$ cat src/rtl/sync_fifo_if.sv
// Handshake bundle between a producer/consumer pair and sync_fifo.
// The master side drives write data and both request enables; the slave
// side (the FIFO) returns registered read data and the status flags.
interface sync_fifo_if #(
  parameter int DATA_W = 8
);
  logic [DATA_W-1:0] din_i;
  logic              wr_en_i;
  logic              rd_en_i;
  logic [DATA_W-1:0] dout_o;
  logic              full_o;
  logic              empty_o;

  modport master (
    output din_i,
    output wr_en_i,
    output rd_en_i,
    input  dout_o,
    input  full_o,
    input  empty_o
  );

  modport slave (
    input  din_i,
    input  wr_en_i,
    input  rd_en_i,
    output dout_o,
    output full_o,
    output empty_o
  );
endinterface

$ cat src/rtl/sync_fifo.sv
// Single-clock FIFO used as a rate-decoupling queue between a producer and
// a consumer in one clock domain. Read data is registered; full/empty are
// decoded from registered pointers, so no input reaches an output
// combinationally. Pointers carry one extra wrap bit so that full and empty
// are distinguishable when the low (address) bits match.
module sync_fifo #(
  parameter int DEPTH  = 8,
  parameter int DATA_W = 8
) (
  input  logic        clk_i,
  input  logic        reset_i,
  sync_fifo_if.slave  bus
);

  localparam int AW = $clog2(DEPTH);
  localparam logic [AW:0] PTR_ONE = (AW + 1)'(1);

  logic [DATA_W-1:0] mem [DEPTH];
  logic [AW:0]       wr_ptr;
  logic [AW:0]       rd_ptr;
  logic [DATA_W-1:0] dout_p1;

  logic              full;
  logic              empty;
  logic              wr_acc;
  logic              rd_acc;

  // Status flags from the registered pointers only.
  always_comb begin
    empty = (wr_ptr == rd_ptr);
    full  = (wr_ptr[AW-1:0] == rd_ptr[AW-1:0]) && (wr_ptr[AW] != rd_ptr[AW]);
  end

  // Request qualification. A write while full is still taken when a read
  // frees the oldest slot on the same edge; a read while empty is dropped,
  // which also means a simultaneous rd+wr on an empty FIFO only writes.
  always_comb begin
    rd_acc = bus.rd_en_i && !empty;
    wr_acc = bus.wr_en_i && (!full || bus.rd_en_i);
  end

  // ---- stage p0 -> p1: storage write, pointer update, read-data register

  // Storage array; contents are intentionally not reset.
  always_ff @(posedge clk_i) begin
    if (wr_acc) begin
      mem[wr_ptr[AW-1:0]] <= bus.din_i;
    end
  end

  // Write pointer, modulo 2*DEPTH via natural binary overflow.
  always_ff @(posedge clk_i or negedge reset_i) begin
    if (!reset_i) begin
      wr_ptr <= '0;
    end else if (wr_acc) begin
      wr_ptr <= wr_ptr + PTR_ONE;
    end
  end

  // Read pointer, modulo 2*DEPTH via natural binary overflow.
  always_ff @(posedge clk_i or negedge reset_i) begin
    if (!reset_i) begin
      rd_ptr <= '0;
    end else if (rd_acc) begin
      rd_ptr <= rd_ptr + PTR_ONE;
    end
  end

  // Registered read data; holds its last value when no read is accepted.
  // On a full rd+wr the slot being read is also being written, and the
  // non-blocking read here returns the old (oldest) entry as required.
  always_ff @(posedge clk_i or negedge reset_i) begin
    if (!reset_i) begin
      dout_p1 <= '0;
    end else if (rd_acc) begin
      dout_p1 <= mem[rd_ptr[AW-1:0]];
    end
  end

  // ---- outputs
  always_comb begin
    bus.dout_o  = dout_p1;
    bus.full_o  = full;
    bus.empty_o = empty;
  end

endmodule

$ cat src/flat_wrapper.sv
// flat-port wrapper written by rule: the top's interface ports become plain ports
module sync_fifo_flat 
#(
  parameter int DEPTH  = 8,
  parameter int DATA_W = 8
)
  (clk_i, reset_i, bus_din_i, bus_wr_en_i, bus_rd_en_i, bus_dout_o, bus_full_o, bus_empty_o);
  sync_fifo_if #(.DATA_W(DATA_W)) bus_i ();
  input  logic clk_i;
  input  logic reset_i;
  input wire logic [$bits(bus_i.din_i)-1:0] bus_din_i;
  input wire logic [$bits(bus_i.wr_en_i)-1:0] bus_wr_en_i;
  input wire logic [$bits(bus_i.rd_en_i)-1:0] bus_rd_en_i;
  output wire logic [$bits(bus_i.dout_o)-1:0] bus_dout_o;
  output wire logic [$bits(bus_i.full_o)-1:0] bus_full_o;
  output wire logic [$bits(bus_i.empty_o)-1:0] bus_empty_o;
  assign bus_i.din_i = bus_din_i;
  assign bus_i.wr_en_i = bus_wr_en_i;
  assign bus_i.rd_en_i = bus_rd_en_i;
  assign bus_dout_o = bus_i.dout_o;
  assign bus_full_o = bus_i.full_o;
  assign bus_empty_o = bus_i.empty_o;
  sync_fifo #(.DEPTH(DEPTH), .DATA_W(DATA_W)) u_core (.clk_i(clk_i), .reset_i(reset_i), .bus(bus_i));
endmodule
$ cat config.mk
export PLATFORM = sky130hd
export DESIGN_NAME = sync_fifo_flat
export DESIGN_NICKNAME = d
export VERILOG_FILES = /design/src/rtl/sync_fifo_if.sv /design/src/rtl/sync_fifo.sv /design/src/flat_wrapper.sv
export SDC_FILE = /design/constraint.sdc
export NUM_CORES = 1
export LEC_CHECK = 0
export ABC_AREA = 1
export CORE_MARGIN = 10
export CORE_UTILIZATION = 55
export CTS_CLUSTER_SIZE = 16
export DETAILED_ROUTE_END_ITERATION = 8
export PLACE_DENSITY = 0.74
export SLEW_MARGIN = 20
export SYNTH_ARGS = -nofsm -noshare
export SYNTH_HDL_FRONTEND = slang
export SYNTH_SLANG_ARGS = --single-unit
export TNS_END_PERCENT = 10
$ cat constraint.sdc
create_clock -name clk_i -period 2.29 [get_ports clk_i]
set_clock_uncertainty 0.05 [all_clocks]
set_input_delay 0.458 -clock clk_i [delete_from_list [all_inputs] [get_ports clk_i]]
set_output_delay 0.458 -clock clk_i [all_outputs]
set_load 0.01 [all_outputs]
==> impl_metrics.sql <==
INSERT INTO impl_metrics (metric_group, metric, value, unit) VALUES
('worst_setup_path', 'timing.critical_path.required', '1.78', 'ns'),
('finish', 'layout-drive-gt1-share', '0.137', ''),
('grt', 'grt_util_all_layers', '0.147', ''),
('logic_synthesis', 'yosys.area_share.simple', '0.215', ''),
('place', 'dpl_worst_slack', '0.170', 'ns'),
('logic_synthesis', 'synth_seq_cells', '80', ''),
('grt', 'grt.overflow.total', '0', ''),
('routing', 'detailedRoute.firstPassIterationCount', '4', ''),
('sta', 'setup-violations-final', '0', ''),
('clocking', 'clk_transition_reported_paths', '0.07', 'ns'),
('floorplanning', 'fp-row-count', '28', ''),
('finish', 'sequential_cell_area', '2330', 'µm²'),
('logic_synthesis', 'synth_warnings', '0', ''),
('logic_synthesis', 'synth_adder_area_share', '0.00729', ''),
('clocking', 'htreeDepth', '3', ''),
('logic_synthesis', 'synth.cell_area', '3430', 'µm²'),
('job', 'max-cap-violations', '0', ''),
('clocking', 'holdBufCountCts', '0', ''),
('logic_synthesis', 'netlist_instances', '330', ''),
('routing', 'drt_drc_violations_left', '0', ''),
('finish', 'flow.area_growth_from_synthesis', '16.7', '%'),
('routing', 'detail-route-antenna-nets', '0', ''),
('power_and_ir_drop', 'power.static_leakage', '1.66', 'nW'),
('logic_synthesis', 'synth.distinct_cells', '22', ''),
('clocking', 'cts_buffers', '9', ''),
('finish', 'final_nets', '382', ''),
('worst_setup_path', 'end_kind', 'primary output', ''),
('sta', 'totalNegativeSetupSlack', '0', 'ns'),
('sta', 'layout_min_cycle_time', '2.04', 'ns'),
('logic_synthesis', 'syn-mean-instance-area', '10.4', 'µm²'),
('floorplanning', 'area_of_the_core', '5990', 'µm²'),
('finish', 'final_common_cell', 'sky130_fd_sc_hd__nand2_1', ''),
('logic_synthesis', 'largest_family_of_logic_cells_by_synthesized_area', 'simple AND/OR/NAND/NOR gates', ''),
('sta', 'timing.max_slew.rel_slack', '0.764', ''),
('floorplanning', 'die_width', '99.0', 'µm'),
('finish', 'final.fill_count', '439', ''),
('floorplanning', 'die_height', '99.0', 'µm'),
('logic_synthesis', 'syn_nets', '344', ''),
('place', 'post_dp_cell_area', '3760', 'µm²'),
('sta', 'worst-slew-pin-transition', '0.353', 'ns'),
('routing', 'drt-wirelength-per-cell', '15.7', 'µm'),
('place', 'gpl.final_weighted_congestion', '0.781', ''),
('place', 'place_hpwl', '4590', 'µm'),
('routing', 'wirelength', '7050', 'µm'),
('outcome', 'status', 'finished, final reports clean', ''),
('routing', 'post_drt_via_cell_ratio', '5.34', ''),
('clocking', 'clockRootBuffer', 'sky130_fd_sc_hd__clkbuf_8', ''),
('logic_synthesis', 'synth_sequential_area_ratio', '0.677', ''),
('sta', 'f_max', '0.491', 'GHz'),
('routing', 'drt_iter0_drc', '213', ''),
('place', 'io_buffers', '21', ''),
('power_and_ir_drop', 'pwr_density_cell', '1280', 'nW/µm²'),
('grt', 'antenna_found_initial', '0', ''),
('clocking', 'clock_sinks', '80', ''),
('clocking', 'ctsLongestPathBuffers', '2', ''),
('floorplanning', 'initial_utilization', '0.573', ''),
('finish', 'final_util', '0.668', ''),
('finish', 'fin_area', '4000', 'µm²'),
('finish', 'area_occupied_by_multi_input_gates', '995', 'µm²'),
('finish', 'layout_common_cells', 'sky130_fd_sc_hd__nand2_1 (119), sky130_fd_sc_hd__edfxtp_1 (64), sky130_fd_sc_hd__nor2_1 (51), sky130_fd_sc_hd__o21ai_0 (33), sky130_fd_sc_hd__buf_4 (20)', ''),
('finish', 'insertedDiodeCount', '0', ''),
('sta', 'postLayoutSetupSlackWorst', '0.253', 'ns'),
('logic_synthesis', 'compound_gate_fraction_of_synth_area', '0.0481', ''),
('floorplanning', 'floorplan.die_area', '9800', 'µm²'),
('worst_setup_path', 'worstSetupStartpointType', 'register', ''),
('clocking', 'clock_insertion_delay_worst_skew', '0.35', 'ns'),
('worst_setup_path', 'criticalPathCategory', 'reg -> out', ''),
('floorplanning', 'pin_count', '22', ''),
('clocking', 'tritoncts', 'done', ''),
('routing', 'routed-via-count', '2394', ''),
('worst_setup_path', 'worst-endpoint-arrival', '1.53', 'ns'),
('logic_synthesis', 'synthXorXnorAreaFrac', '0.0175', ''),
('logic_synthesis', 'synthMuxAreaShare', '0', ''),
('sta', 'final-hold-violation-count', '0', ''),
('worst_setup_path', 'worstPathMaxFanout', '5', ''),
('sta', 'rsz0062_at_grt', 'false', ''),
('sta', 'final_min_period_over_clock_period', '0.889', ''),
('power_and_ir_drop', 'vdd.ir_drop.worst', '678', 'µV'),
('sta', 'finalMaxSlewViolations', '0', ''),
('grt', 'via_count_of_the_first_global_routing_pass', '2301', ''),
('grt', 'global_route_wire_length_before_repair', '11300', 'µm'),
('grt', 'grt_max_degree', '34', ''),
('min_path', 'min_path_type', 'in -> async', '');
[Yosys cell counts, drive strengths merged]
cell    number  area (µm²)
buf          9        60.1
clkbuf       5        20.0
dfrtp       16         400
edfxtp      64        1920
ha           2        25.0
inv         11        41.3
nand2      123         477
nand3        8        45.0
nand4        1        12.5
nor2        52         203
o21ai       33         165
xnor2        4        42.6
xor2         2        17.5
[per-layer routing]
layer	GRT usage	wire [µm]	vias to the layer above
met5	0	0	-
met4	0.0673	158	0
met3	0.0377	406	12
met2	0.246	3610	70
met1	0.171	2870	1152
li1	-	-	1160
[power by group]
part | total, W | switching, W | internal [W]
Sequential | 0.00204 | 0.000155 | 0.00188
Combinational | 0.00208 | 0.00128 | 0.000799
Clock | 0.000999 | 0.000472 | 0.000527
[critical path, stage by stage (launching register included)]
cell and delay [ns]:
sky130_fd_sc_hd__dfrtp_2 0.45, sky130_fd_sc_hd__nand2_1 0.10, sky130_fd_sc_hd__nand2_2 0.07, sky130_fd_sc_hd__nor2_4 0.15
sky130_fd_sc_hd__inv_1 0.06, sky130_fd_sc_hd__nor2_1 0.08, sky130_fd_sc_hd__dlygate4sd2_1 0.27
[final timing paths]
| path | from | cells after the start | slack, ns | end |
|---|---|---|---|---|
| min in group clk_i | u_core.bus.dout_o[0] | 2 | 0.43 | u_core.bus.dout_o[0] |
| hold reg to reg | u_core.bus.dout_o[0] | 2 | 0.43 | u_core.bus.dout_o[0] |
| hold / removal | reset_i | 2 | 0.38 | u_core.wr_ptr[2] |
| setup reg to reg | u_core.wr_ptr[2] | 6 | 0.47 | u_core.mem[2][7] |
| setup / recovery | u_core.wr_ptr[1] | 6 | 0.25 | bus_empty_o |
| max in group asynchronous | reset_i | 2 | 1.60 | u_core.rd_ptr[1] |
[flip-flops by register name, summed over array words and instances, names as in the netlist]
| name | cells |
|---|---|
| u_core.rd_ptr | 4 |
| u_core.mem | 64 |
| u_core.bus.dout_o | 8 |
| u_core.wr_ptr | 4 |
[repair_timing]
action	CTS	global route
resized for setup	7	0
endpoints found under the setup margin	2	0
setup buffers	6	0
hold endpoints to repair	0	0
[cell families (layout without fill, tap and decap cells)]
kind of cell	after synthesis	after routing
AND/OR/NAND/NOR	184	184
AO/OA/AOI/OAI	33	33
XOR/XNOR	6	6
buffers and inverters	25	68
adder cells (fa/ha/maj)	2	2
flip-flops	80	80
[area by class of cell]
cell class,count,share of cell area
clock buffers,12,0.0362
inverters,11,0.0103
multi-input cells,225,0.248
repair buffers,41,0.0894
clock inverters,4,0.0109
well taps,75,0.0234
flip-flops and latches,80,0.581
[through the flow]
step           hold WS, ns  power, W  instances
2_1_floorplan        0.112   0.00340        330
3_3_place_gp         0.413   0.00400        426
3_5_place_dp         0.416   0.00405        426
4_1_cts              0.387   0.00514        448
5_1_grt              0.390   0.00549        448
6_report             0.382   0.00512        448
(Power assumes the default switching activity.)
